--- src/rtl/cpu_types_pkg.sv ---
// Shared CPU/memory types: data word, RAM handshake state and arbiter FSM state.
package cpu_types_pkg;

  localparam int unsigned WORD_W = 32;

  typedef logic [WORD_W-1:0] word_t;

  typedef enum logic [1:0] {
    FREE   = 2'd0,
    BUSY   = 2'd1,
    ACCESS = 2'd2,
    ERROR  = 2'd3
  } ramstate_t;

  typedef enum logic [1:0] {
    IDLE   = 2'd0,
    DGRANT = 2'd1,
    IGRANT = 2'd2
  } arb_state_t;

endpackage

--- src/rtl/mem_arbiter.sv ---
// Single-RAM arbiter for the dcache and icache ports: dcache priority, unbroken
// two-word dcache bursts, and an icache starvation counter that forces icache in.
module mem_arbiter
  import cpu_types_pkg::*;
#(
  parameter int unsigned STARVE_MAX = 4,
  parameter int unsigned ADDR_W     = 32
) (
  input  logic              CLK,
  input  logic              nRST,
  // dcache port
  input  logic              dREN,
  input  logic              dWEN,
  input  logic [ADDR_W-1:0] daddr,
  input  word_t             dstore,
  output logic              dwait,
  output word_t             dload,
  // icache port
  input  logic              iREN,
  input  logic [ADDR_W-1:0] iaddr,
  output logic              iwait,
  output word_t             iload,
  // RAM side
  output logic              ramREN,
  output logic              ramWEN,
  output logic [ADDR_W-1:0] ramaddr,
  output word_t             ramstore,
  input  word_t             ramload,
  input  ramstate_t         ramstate,
  output logic              merr
);

  localparam int unsigned CNT_W = (STARVE_MAX > 0) ? $clog2(STARVE_MAX + 1) : 1;
  localparam logic [CNT_W-1:0] CNT_MAX = CNT_W'(STARVE_MAX);

  arb_state_t       state_q, state_d;
  logic             beat_q, beat_d;
  logic [CNT_W-1:0] starve_q, starve_d;
  logic             merr_q, merr_d;

  logic             d_req;
  logic             ram_ack;
  logic             starve_full;
  logic [CNT_W-1:0] starve_inc;

  assign d_req       = dREN | dWEN;
  assign ram_ack     = (ramstate == ACCESS);
  assign starve_full = (starve_q >= CNT_MAX);
  // Saturating increment so the counter can never pass STARVE_MAX.
  assign starve_inc  = starve_full ? CNT_MAX : CNT_W'(starve_q + CNT_W'(1));

  // State register
  always_ff @(posedge CLK or negedge nRST) begin
    if (!nRST) begin
      state_q  <= IDLE;
      beat_q   <= 1'b0;
      starve_q <= '0;
      merr_q   <= 1'b0;
    end else begin
      state_q  <= state_d;
      beat_q   <= beat_d;
      starve_q <= starve_d;
      merr_q   <= merr_d;
    end
  end

  // Next-state logic for grant, burst beat, starvation counter and error flag
  always_comb begin
    state_d  = state_q;
    beat_d   = beat_q;
    starve_d = starve_q;
    merr_d   = merr_q | ((state_q != IDLE) && (ramstate == ERROR));

    unique case (state_q)
      IDLE: begin
        beat_d = 1'b0;
        if (!iREN) begin
          starve_d = '0;
        end
        if (d_req && !(iREN && starve_full)) begin
          state_d = DGRANT;
        end else if (iREN) begin
          state_d = IGRANT;
        end
      end

      DGRANT: begin
        if (!d_req) begin
          state_d = IDLE;
          beat_d  = 1'b0;
        end else if (ram_ack) begin
          beat_d = ~beat_q;
          // Burst boundary: only here may a waiting icache be forced in.
          if (beat_q && iREN) begin
            starve_d = starve_inc;
            if (starve_inc == CNT_MAX) begin
              state_d = IGRANT;
            end
          end
        end
      end

      IGRANT: begin
        if (!iREN) begin
          state_d = IDLE;
        end else if (ram_ack) begin
          starve_d = '0;
          state_d  = IDLE;
        end
      end

      default: begin
        state_d = IDLE;
        beat_d  = 1'b0;
      end
    endcase
  end

  // Output decode: RAM steering and per-port wait/load
  always_comb begin
    dwait    = 1'b1;
    iwait    = 1'b1;
    dload    = '0;
    iload    = '0;
    ramREN   = 1'b0;
    ramWEN   = 1'b0;
    ramaddr  = '0;
    ramstore = '0;

    unique case (state_q)
      DGRANT: begin
        ramaddr  = daddr;
        ramstore = dstore;
        ramWEN   = dWEN;
        ramREN   = dREN & ~dWEN;
        if (d_req && ram_ack) begin
          dwait = 1'b0;
          dload = ramload;
        end
      end

      IGRANT: begin
        ramaddr = iaddr;
        ramREN  = iREN;
        if (iREN && ram_ack) begin
          iwait = 1'b0;
          iload = ramload;
        end
      end

      default: ;
    endcase
  end

  assign merr = merr_q;

endmodule

--- config.mk ---
export PLATFORM = sky130hd
export DESIGN_NAME = mem_arbiter
export DESIGN_NICKNAME = d
export VERILOG_FILES = /design/src/rtl/cpu_types_pkg.sv /design/src/rtl/mem_arbiter.sv
export SDC_FILE = /design/constraint.sdc
export NUM_CORES = 1
export LEC_CHECK = 0
export ABC_AREA = 1
export BUFFER_PORTS_ARGS = -buffer_cell sky130_fd_sc_hd__buf_2
export CAP_MARGIN = 5
export CORE_AREA = 2 2 105 107
export CTS_CLUSTER_SIZE = 16
export DETAILED_ROUTE_END_ITERATION = 7
export DIE_AREA = 0 0 107 109
export GPL_TIMING_DRIVEN = 0
export PLACE_DENSITY = 0.48
export SYNTH_ARGS = -nofsm -noshare
export SYNTH_HDL_FRONTEND = slang
export SYNTH_SLANG_ARGS = --single-unit
--- constraint.sdc ---
create_clock -name CLK -period 1.6 [get_ports CLK]
set_input_delay 0.32 -clock CLK [delete_from_list [all_inputs] [get_ports CLK]]
set_output_delay 0.32 -clock CLK [all_outputs]
set_load 0.005 [all_outputs]
==> results of run 1 <==
==> sequential cells by signal (all words and copies together), names as in the netlist <==
| signal | flops |
|---|---|
| beat_q | 1 |
| starve_q | 3 |
| state_q | 2 |
| merr | 1 |
==> layout by cell type (no fill, tap or decap) <==
| cell type | synthesis | final |
|---|---|---|
| nor2_2 | 31 | 33 |
| o21ai_1 | 1 | 5 |
| dfrtp_2 | 0 | 1 |
| nand2_4 | 0 | 13 |
| inv_4 | 0 | 1 |
| inv_2 | 3 | 16 |
| a31o_2 | 1 | 1 |
| nor2_1 | 43 | 33 |
| buf_6 | 8 | 26 |
| nand2_2 | 4 | 14 |
| buf_4 | 3 | 14 |
| clkbuf_1 | 0 | 1 |
| buf_8 | 0 | 7 |
| dlygate4sd3_1 | 0 | 1 |
| ha_4 | 0 | 2 |
| clkinv_2 | 0 | 1 |
| buf_2 | 8 | 259 |
| a21oi_2 | 0 | 12 |
| nor3_1 | 1 | 1 |
| dfrtp_1 | 7 | 6 |
| nand2_1 | 121 | 98 |
| o21ai_0 | 6 | 2 |
| a21oi_1 | 33 | 21 |
| nand3_4 | 2 | 3 |
| ha_1 | 5 | 3 |
| clkbuf_8 | 0 | 3 |
| inv_1 | 80 | 66 |
| nand3_1 | 9 | 7 |
| buf_16 | 0 | 2 |
| nand3_2 | 0 | 1 |
| nor2_4 | 2 | 10 |
==> cells by family (layout without fill, tap and decap cells) <==
family	count (synthesis)	after routing	synth area share [%]
flops	7	7	9.38
fa+ha+maj	5	5	3.35
simple gates	213	213	50.4
compound gates	41	41	11.2
buf+inv	106	397	25.7
==> synth_stat cells <==
cell type	n
nand2_1	121
inv_2	3
a31o_2	1
nand3_4	2
clkinv_1	1
nand2_2	4
buf_2	8
o21ai_1	1
nand3_1	9
o21ai_0	6
buf_6	8
buf_1	3
nor3_1	1
ha_1	5
nor2_2	31
inv_1	80
buf_4	3
dfrtp_1	7
nor2_1	43
nor2_4	2
a21oi_1	33
==> worst register-to-register path: stages, from the launching register on <==
cell	delay, ps
dfrtp_1	390
buf_4	150
ha_4	160
buf_8	130
buf_4	150
nor2_2	80
o21ai_1	80
nand2_2	120
clkinv_2	80
nand3_1	70
nand2_1	60
==> what timing repair did <==
item / 4_1_cts / 5_1_grt
pin swaps: 6 / 17
hold buffers: 1 / 0
cloned: 8 / 0
endpoints found under the hold margin: 7 / 0
endpoints found under the setup margin: 131 / 137
resized for setup: 76 / 71
setup buffers: 11 / 1
==> where the power goes <==
group | internal, mW | switching (mW) | total [mW]
sequential | 0.233 | 0.0519 | 0.285
combinational | 1.87 | 2.10 | 3.97
clock | 0.172 | 0.0711 | 0.243
==> per-layer routing <==
layer / global-route usage (%) / up-vias / part of all wire [%]
li1: - / 1652 / -
met1: 16.2 / 1421 / 37
met2: 28.3 / 171 / 54
met3: 1.85 / 4 / 8.2
met4: 2.04 / 0 / 0.37
met5: 0 / - / 0
==> worst max path at each step <==
| stage | slack, ps | end | cells past startpoint |
|---|---|---|---|
| 2_1_floorplan | 90 | ramaddr[10] | 7 |
| 3_3_place_gp | -210 | ramaddr[21] | 6 |
| 3_5_place_dp | -260 | ramREN | 6 |
| 4_1_cts | -290 | ramaddr[12] | 8 |
| 5_1_grt | -360 | iload[6] | 7 |
| 6_report | -280 | ramaddr[12] | 8 |
==> area by class of cell <==
| cell class | instances | share of cell area, % |
|---|---|---|
| Buffer | 22 | 6.27 |
| Sequential cell | 7 | 4.34 |
| Tap cell | 140 | 4.31 |
| Multi-Input combinational cell | 259 | 36.6 |
| Inverter | 84 | 7.84 |
| Timing Repair Buffer | 287 | 39.5 |
| Clock buffer | 4 | 1.11 |
==> flow_summary.ini, run 1 <==
[synth]
syn_area_um2 = 1870
synth_top_area_share_pct = 24.3
syn-mean-instance-area_um2 = 5.02
synth.area.top_cells = nand2_1, inv_1, nor2_2, dfrtp_1, a21oi_1
synth_nets = 512
yosysWarnings = 0
ys_seq_elements = 7
yosysUniqueCellTypes = 21
yosysTopAreaCell = nand2_1
synth_cells = 372
ys_seq_area_share_pct = 9.38

[pwr]
p_total_mw = 4.50
vdd_drop_max_mv = 0.595
p_per_area_nw_per_um2 = 1110
p_leak_nw = 2.69

[detailed_routing]
via_per_inst = 4.04
drc_errors = 0
dr.pass1.iters = 4
vias = 3248
drtIter0Drc = 152
avgRoutedWirePerCell_um = 12.1
wl_mm = 9.69
antenna_left = 0

[min_path]
min_path_type = in -> reg
hold_depth = 2
worstHoldStart = ramstate[1]
min_to = merr$_DFF_PN0_

[sta]
finalMaxSlewViolations = 0
worst_pin_slew_ps = 259
rsz0062_at_grt = true
fin_ws_ps = -277
tns_ps = -26840
min_period_ps = 1880
relSlewSlack_pct = 82.7
max_freq_mhz = 533
hold_viol = 0
final-setup-viol-count = 132
skew_ps = 1.42
holdWs_ps = 387
layout_worst_path_cycle_share_pct = 117

[cells_and_area]
regArea_um2 = 176
final_cells = 803
fillerInstances = 1130
multiInputGateArea_um2 = 1490
area_growth_pct = 118
fin_area_um2 = 4070
nNetsFinal = 804
drive_gt1_share_pct = 63.2
diodes = 0
utilization_pct = 38.4

[clock_network]
cts_inserted_buffers = 3
cts_tree = built
root_buffer = clkbuf_8
clk_latency_ps = 220
cts.clk_slew.worst_paths_ps = 40
cts_buffer_depth = 2
cts.sinks = 7
htree_levels = 1

[setup_path]
crit_arrival_ps = 1560
cp_data_required_time_ps = 1280
startpoint = state_q[1]$_DFFE_PN0P_
critPathCaptureType = output pin
crit_fanout = 6
reg2reg_slack_ps = 20
path_buf_inv = 5
cpMostUsedCell = buf_8
path_cells = inv_2, ha_4, buf_8, buf_8, buf_6, nand2_2, a21oi_2, buf_2
cp_top_family = buffers and inverters
worstReg2RegStart = state_q[1]$_DFFE_PN0P_
path_class = reg -> out
cpMaxStageDelayCell = dfrtp_1
r2r-end = starve_q[2]$_DFFE_PN0P_
reg2reg_depth = 10
cpPeakStageDelay_ps = 390
start_kind = flop

[global_routing]
grt_overflow = 0
grt_first_pass_wirelength_mm = 13.5
grt_max_degree = 11
grt_usage_pct = 14.2
grt_antenna_before_repair = 0
grt_pass1_vias = 2801

[die]
start_util_pct = 17.6
fp.dieW_um = 107
placementRows = 38
dieArea_um2 = 11700
die_y_um = 109
io_pins = 268
core_um2 = 10600

[job]
max_cap_violations = 0

[placed_design]
dp.cells = 778
numPortBuffers = 266
placed_area_um2 = 3370
dp_hpwl_mm = 7.75
pre_cts_slack_ps = -255
place_congestion = 0.735

[run_status]
outcome = finished with violations
violations = setup timing
(Power assumes the default switching activity.)
==> run 2: changes to the inputs <==
==> constraint.sdc (replaced) <==
create_clock -name CLK -period 1.6 [get_ports CLK]
set_input_delay 0.32 -clock CLK [delete_from_list [all_inputs] [get_ports CLK]]
set_output_delay 0.32 -clock CLK [all_outputs]
set_load 0.1 [all_outputs]
==> run 2 against run 1 <==
  * The run still ends with setup timing left
  * Critical endpoint is now ramaddr[22]
  * Critical path type unchanged
  * Sequential power grew 4%
  * Combinational power grew to 3.1 times the previous value
  * Non-clock buffer count grew 18
  * Via count grew 7.5%
  * Routed wire length grew 37%
  * Register-to-register slack lost 100 ps
  * Setup slack lost 200 ps
  * Die area is the same
  * Total power grew to 2.9 times the previous value
  * Final cell count grew 2.4%
  * Critical path depth shrank 1
  * Cell area grew 83%
==> flow_summary.ini, run 2 (synthesis gave the netlist of run 1 again) <==
[setup_path]
reg2reg_slack_ps = -80
path_class = reg -> out
critPathCaptureType = output pin
cp_top_family = buffers and inverters
crit_fanout = 5
path_cells = inv_2, ha_1, clkinvlp_4, buf_4, clkbuf_16, a21oi_4, buf_12
startpoint = state_q[0]$_DFFE_PN0P_
reg2reg_depth = 9
cp_data_required_time_ps = 1280
worstReg2RegStart = state_q[1]$_DFFE_PN0P_
path_buf_inv = 5
r2r-end = starve_q[1]$_DFFE_PN0P_
cpMaxStageDelayCell = dfrtp_2
cpPeakStageDelay_ps = 390
start_kind = flop
crit_arrival_ps = 1750

[clock_network]
root_buffer = clkbuf_8
htree_levels = 1
clk_latency_ps = 230
cts_buffer_depth = 2
cts_inserted_buffers = 3
cts_tree = built
cts.clk_slew.worst_paths_ps = 40
cts.sinks = 7

[cells_and_area]
regArea_um2 = 178
drive_gt1_share_pct = 78.6
largest_register_ff_count = 3
regMostFlops = starve_q
biggestRegsByFlops = starve_q: 3 flops, state_q: 2 flops
nNetsFinal = 822
multiInputGateArea_um2 = 2340
mostFrequentLayoutCell = buf_12
final_cells = 822
area_growth_pct = 299
fillerInstances = 738
layout_common_cells = buf_12, buf_2, nand2_1, nor2_4, inv_1

[min_path]
min_path_type = in -> reg
min_to = merr$_DFF_PN0_
hold_depth = 2
worstHoldStart = ramstate[1]

[detailed_routing]
wl_mm = 13.3
avgRoutedWirePerCell_um = 16.2
antenna_left = 0
dr.pass1.iters = 4
vias = 3490
via_per_inst = 4.25
drtIter0Drc = 111
drc_errors = 0

[sta]
tns_ps = -55840
holdWs_ps = 376
max_freq_mhz = 482
skew_ps = 4.81
fin_ws_ps = -475
min_period_ps = 2070
worst_pin_slew_ps = 498
layout_worst_path_cycle_share_pct = 130
final-setup-viol-count = 135
rsz0062_at_grt = true
finalMaxSlewViolations = 0
relSlewSlack_pct = 67.0
hold_viol = 0

[run_status]
outcome = finished with violations
violations = setup timing

[die]
fp.dieW_um = 107
die_y_um = 109
io_pins = 268
placementRows = 38
core_um2 = 10600
start_util_pct = 17.6
dieArea_um2 = 11700

[global_routing]
grt_overflow = 0
grt_max_degree = 11
grt_antenna_before_repair = 1
grt_pass1_vias = 3822
grt_usage_pct = 21.0
grt_first_pass_wirelength_mm = 19.7

[pwr]
vdd_drop_max_mv = 1.99
clkPwrFrac_pct = 1.9
p_comb_share_pct = 95.8
p_leak_nw = 3.21
p_sw_mw = 7.79
p_total_mw = 12.9
p_per_area_nw_per_um2 = 1730
intPower_mw = 5.08
p_seq_share_pct = 2.3
p_sw_share_pct = 60.5

[placed_design]
numPortBuffers = 266
place_congestion = 0.863
dp_hpwl_mm = 8.63
pre_cts_slack_ps = -489
dp.cells = 778

[job]
max_cap_violations = 0
run 2: cell type report:
cell class / count / area share [%]
tap: 140 / 2.35
multi-input combinational: 259 / 31.4
clock buffer: 3 / 0.553
clock inverter: 1 / 0.0671
antenna: 1 / 0.0335
timing repair buffer: 305 / 52.2
inverter: 84 / 6.07
sequential: 7 / 2.38
buffer: 22 / 4.91
run 2: worst max-delay path by stage:
stage | to | slack [ps] | depth (start not counted)
6_report | ramaddr[22] | -470 | 7
5_1_grt | ramaddr[9] | -540 | 7
4_1_cts | ramaddr[28] | -490 | 6
3_5_place_dp | iload[7] | -490 | 7
3_3_place_gp | iload[19] | -470 | 7
2_1_floorplan | iload[22] | -370 | 6
run 2: metrics by stage:
step	utilization (%)	area, um^2
2_1_floorplan	-	2970
3_3_place_gp	42.2	4470
3_5_place_dp	42.2	4470
4_1_cts	66.4	7040
5_1_grt	70.4	7460
6_report	70.4	7460
run 2: per-layer routing:
| layer | up-vias | global-route usage [%] | wire length, um |
|---|---|---|---|
| li1 | 1697 | - | - |
| met1 | 1601 | 21.7 | 4500 |
| met2 | 172 | 41.4 | 7340 |
| met3 | 20 | 6.28 | 1130 |
| met4 | 0 | 5.01 | 328 |
| met5 | - | 0 | 0 |
run 2: power groups by stage:
stage	sequential, mW	combinational, mW	clock [mW]
2_1_floorplan	0.267	7.14	0
3_3_place_gp	0.282	8.24	0
3_5_place_dp	0.281	8.29	0
4_1_cts	0.285	11.4	0.254
5_1_grt	0.306	12.8	0.265
6_report	0.297	12.3	0.246
run 2: worst register-to-register path, cell delays in order, from the launching register on:
cell	delay [ps]
dfrtp_2	420
buf_6	130
ha_4	150
buf_6	130
buf_4	130
buf_6	120
o21ai_2	150
nand2_2	110
o21ai_2	150
nand2_1	60
run 2: repair_timing:
item | CTS | global route
setup endpoints to repair | 132 | 138
gates cloned | 7 | 6
pin swaps | 3 | 21
buffers inserted | 16 | 12
gates resized for setup | 578 | 66
hold buffers | 1 | 0
hold endpoints to repair | 7 | 0
==> run 3: changes to the inputs <==
--- a/config.mk
+++ b/config.mk
@@ -14,6 +14,7 @@
 export DIE_AREA = 0 0 107 109
 export GPL_TIMING_DRIVEN = 0
 export PLACE_DENSITY = 0.48
+export SKIP_LAST_GASP = 1
 export SYNTH_ARGS = -nofsm -noshare
 export SYNTH_HDL_FRONTEND = slang
 export SYNTH_SLANG_ARGS = --single-unit
==> run 3 against run 2 <==
  * The flow still finishes with violations (setup timing)
  * Sequential share of layout area about the same
  * Setup slack about the same
  * Worst hold slack unchanged
  * Final cell count decreased by 0.12%
  * Total power decreased by 0.13%
  * Core utilization decreased by 0.059 points
  * Critical endpoint unchanged
==> flow_summary.ini, run 3 (synthesis gave the netlist of run 1 again) <==
[clock_network]
cts.clk_slew.worst_paths_ps = 40
cts.sinks = 7
cts_tree = built
cts_buffer_depth = 2
cts_inserted_buffers = 3
root_buffer = clkbuf_8
htree_levels = 1
clk_latency_ps = 230

[sta]
layout_worst_path_cycle_share_pct = 130
skew_ps = 4.65
max_freq_mhz = 482
worst_pin_slew_ps = 498
hold_viol = 0
finalMaxSlewViolations = 0
min_period_ps = 2070
fin_ws_ps = -475
rsz0062_at_grt = true
final-setup-viol-count = 135
relSlewSlack_pct = 67.0
tns_ps = -55980

[min_path]
min_path_type = in -> reg

[cells_and_area]
fillerInstances = 737
largest_register_ff_count = 3
area_growth_pct = 299
regMostFlops = starve_q
drive_gt1_share_pct = 78.1
biggestRegsByFlops = starve_q: 3 flops, state_q: 2 flops
nNetsFinal = 821
fin_area_um2 = 7450
layout_common_cells = buf_12, buf_2, nand2_1, nor2_4, inv_1
mostFrequentLayoutCell = buf_12

[placed_design]
pre_cts_slack_ps = -489
dp_hpwl_mm = 8.63
numPortBuffers = 266
placed_area_um2 = 4470
place_congestion = 0.863

[run_status]
violations = setup timing
outcome = finished with violations

[die]
die_y_um = 109
dieArea_um2 = 11700
fp.dieW_um = 107
io_pins = 268
start_util_pct = 17.6
core_um2 = 10600
placementRows = 38

[detailed_routing]
vias = 3471
dr.pass1.iters = 4
drc_errors = 0
drtIter0Drc = 92
antenna_left = 0
wl_mm = 13.1
avgRoutedWirePerCell_um = 16.0
via_per_inst = 4.23

[global_routing]
grt_max_degree = 11
grt_pass1_vias = 3826
grt_overflow = 0
grt_first_pass_wirelength_mm = 19.6
grt_antenna_before_repair = 1
grt_usage_pct = 21.0

[setup_path]
critPathCaptureType = output pin
reg2reg_slack_ps = -70
worstReg2RegStart = state_q[1]$_DFFE_PN0P_
crit_fanout = 5
reg2reg_depth = 9
crit_arrival_ps = 1750
r2r-end = starve_q[1]$_DFFE_PN0P_
start_kind = flop
path_class = reg -> out
crit_end = ramaddr[22]
cp_data_required_time_ps = 1280
startpoint = state_q[0]$_DFFE_PN0P_

[pwr]
p_leak_nw = 3.20
vdd_drop_max_mv = 1.98
p_per_area_nw_per_um2 = 1720

[job]
max_cap_violations = 0
[run 3: changes by cell type in the layout (fill, tap and decap cells not counted)]
| cell | previous run | this run |
|---|---|---|
| buf_12 | 149 | 150 |
| buf_6 | 10 | 8 |
| inv_1 | 42 | 43 |
| inv_4 | 4 | 3 |
| nand2_1 | 77 | 78 |
| nand2_2 | 13 | 12 |
| nand2_4 | 35 | 34 |
| nand2_8 | 0 | 1 |
| nor2_1 | 8 | 9 |
| nor2_4 | 67 | 66 |
[run 3: final cells by class]
type	count	area [um^2]	share of cell area, %
buffer	22	367	4.92
clock buffer	3	41.3	0.554
sequential	7	178	2.38
timing repair buffer	304	3890	52.2
multi-input combinational	259	2340	31.4
clock inverter	1	5.00	0.0671
tap	140	175	2.35
antenna	1	2.50	0.0336
inverter	84	450	6.04
[run 3: worst min path at each step]
| stage | to | start | slack (ps) | cells after the start |
|---|---|---|---|---|
| detailed placement | merr$_DFF_PN0_ | nRST | 160 | 1 |
| finish | merr$_DFF_PN0_ | ramstate[1] | 380 | 2 |
| floorplan | beat_q$_DFFE_PN0P_ | nRST | 20 | 0 |
| CTS | merr$_DFF_PN0_ | ramstate[1] | 370 | 2 |
| global placement | merr$_DFF_PN0_ | nRST | 160 | 1 |
| global route | merr$_DFF_PN0_ | ramstate[1] | 380 | 2 |
[run 3: what timing repair did]
action / in CTS / in global routing
hold buffers: 1 / 0
setup endpoints to repair: 132 / 138
resized for setup: 570 / 69
hold endpoints to repair: 7 / 0
gates cloned: 7 / 6
setup buffers: 16 / 11
pin swaps: 2 / 22
[run 3: layer usage]
metal	vias up	routed length [um]	GRT usage [%]
met5	-	0	0
met4	0	331	5.01
met3	22	1090	6.22
met2	172	7220	41.3
met1	1584	4490	21.6
li1	1693	-	-
[run 3: per-stage QoR]
stage / cells / power, mW / util [%] / hold slack [ps]
after floorplan: 372 / 7.41 / - / 24.4
after global placement: 778 / 8.52 / 42.2 / 158
after detailed placement: 778 / 8.57 / 42.2 / 165
after CTS: 806 / 11.9 / 66.1 / 372
after global routing: 821 / 13.3 / 70.3 / 375
final: 821 / 12.9 / 70.3 / 376
[run 3: where the power goes]
group / switching [mW] / total, mW / leakage, nW / internal [mW]
logic: 7.63 / 12.3 / 3.09 / 4.68
registers: 0.0615 / 0.296 / 0.0859 / 0.235
clock network: 0.0778 / 0.246 / 0.0255 / 0.169
[run 3: critical path, stage by stage (launching register included)]
cell,delay [ps]
dfrtp_2,400
inv_2,60
ha_1,320
clkinvlp_4,90
buf_4,160
clkbuf_16,170
a21oi_4,140
buf_12,190
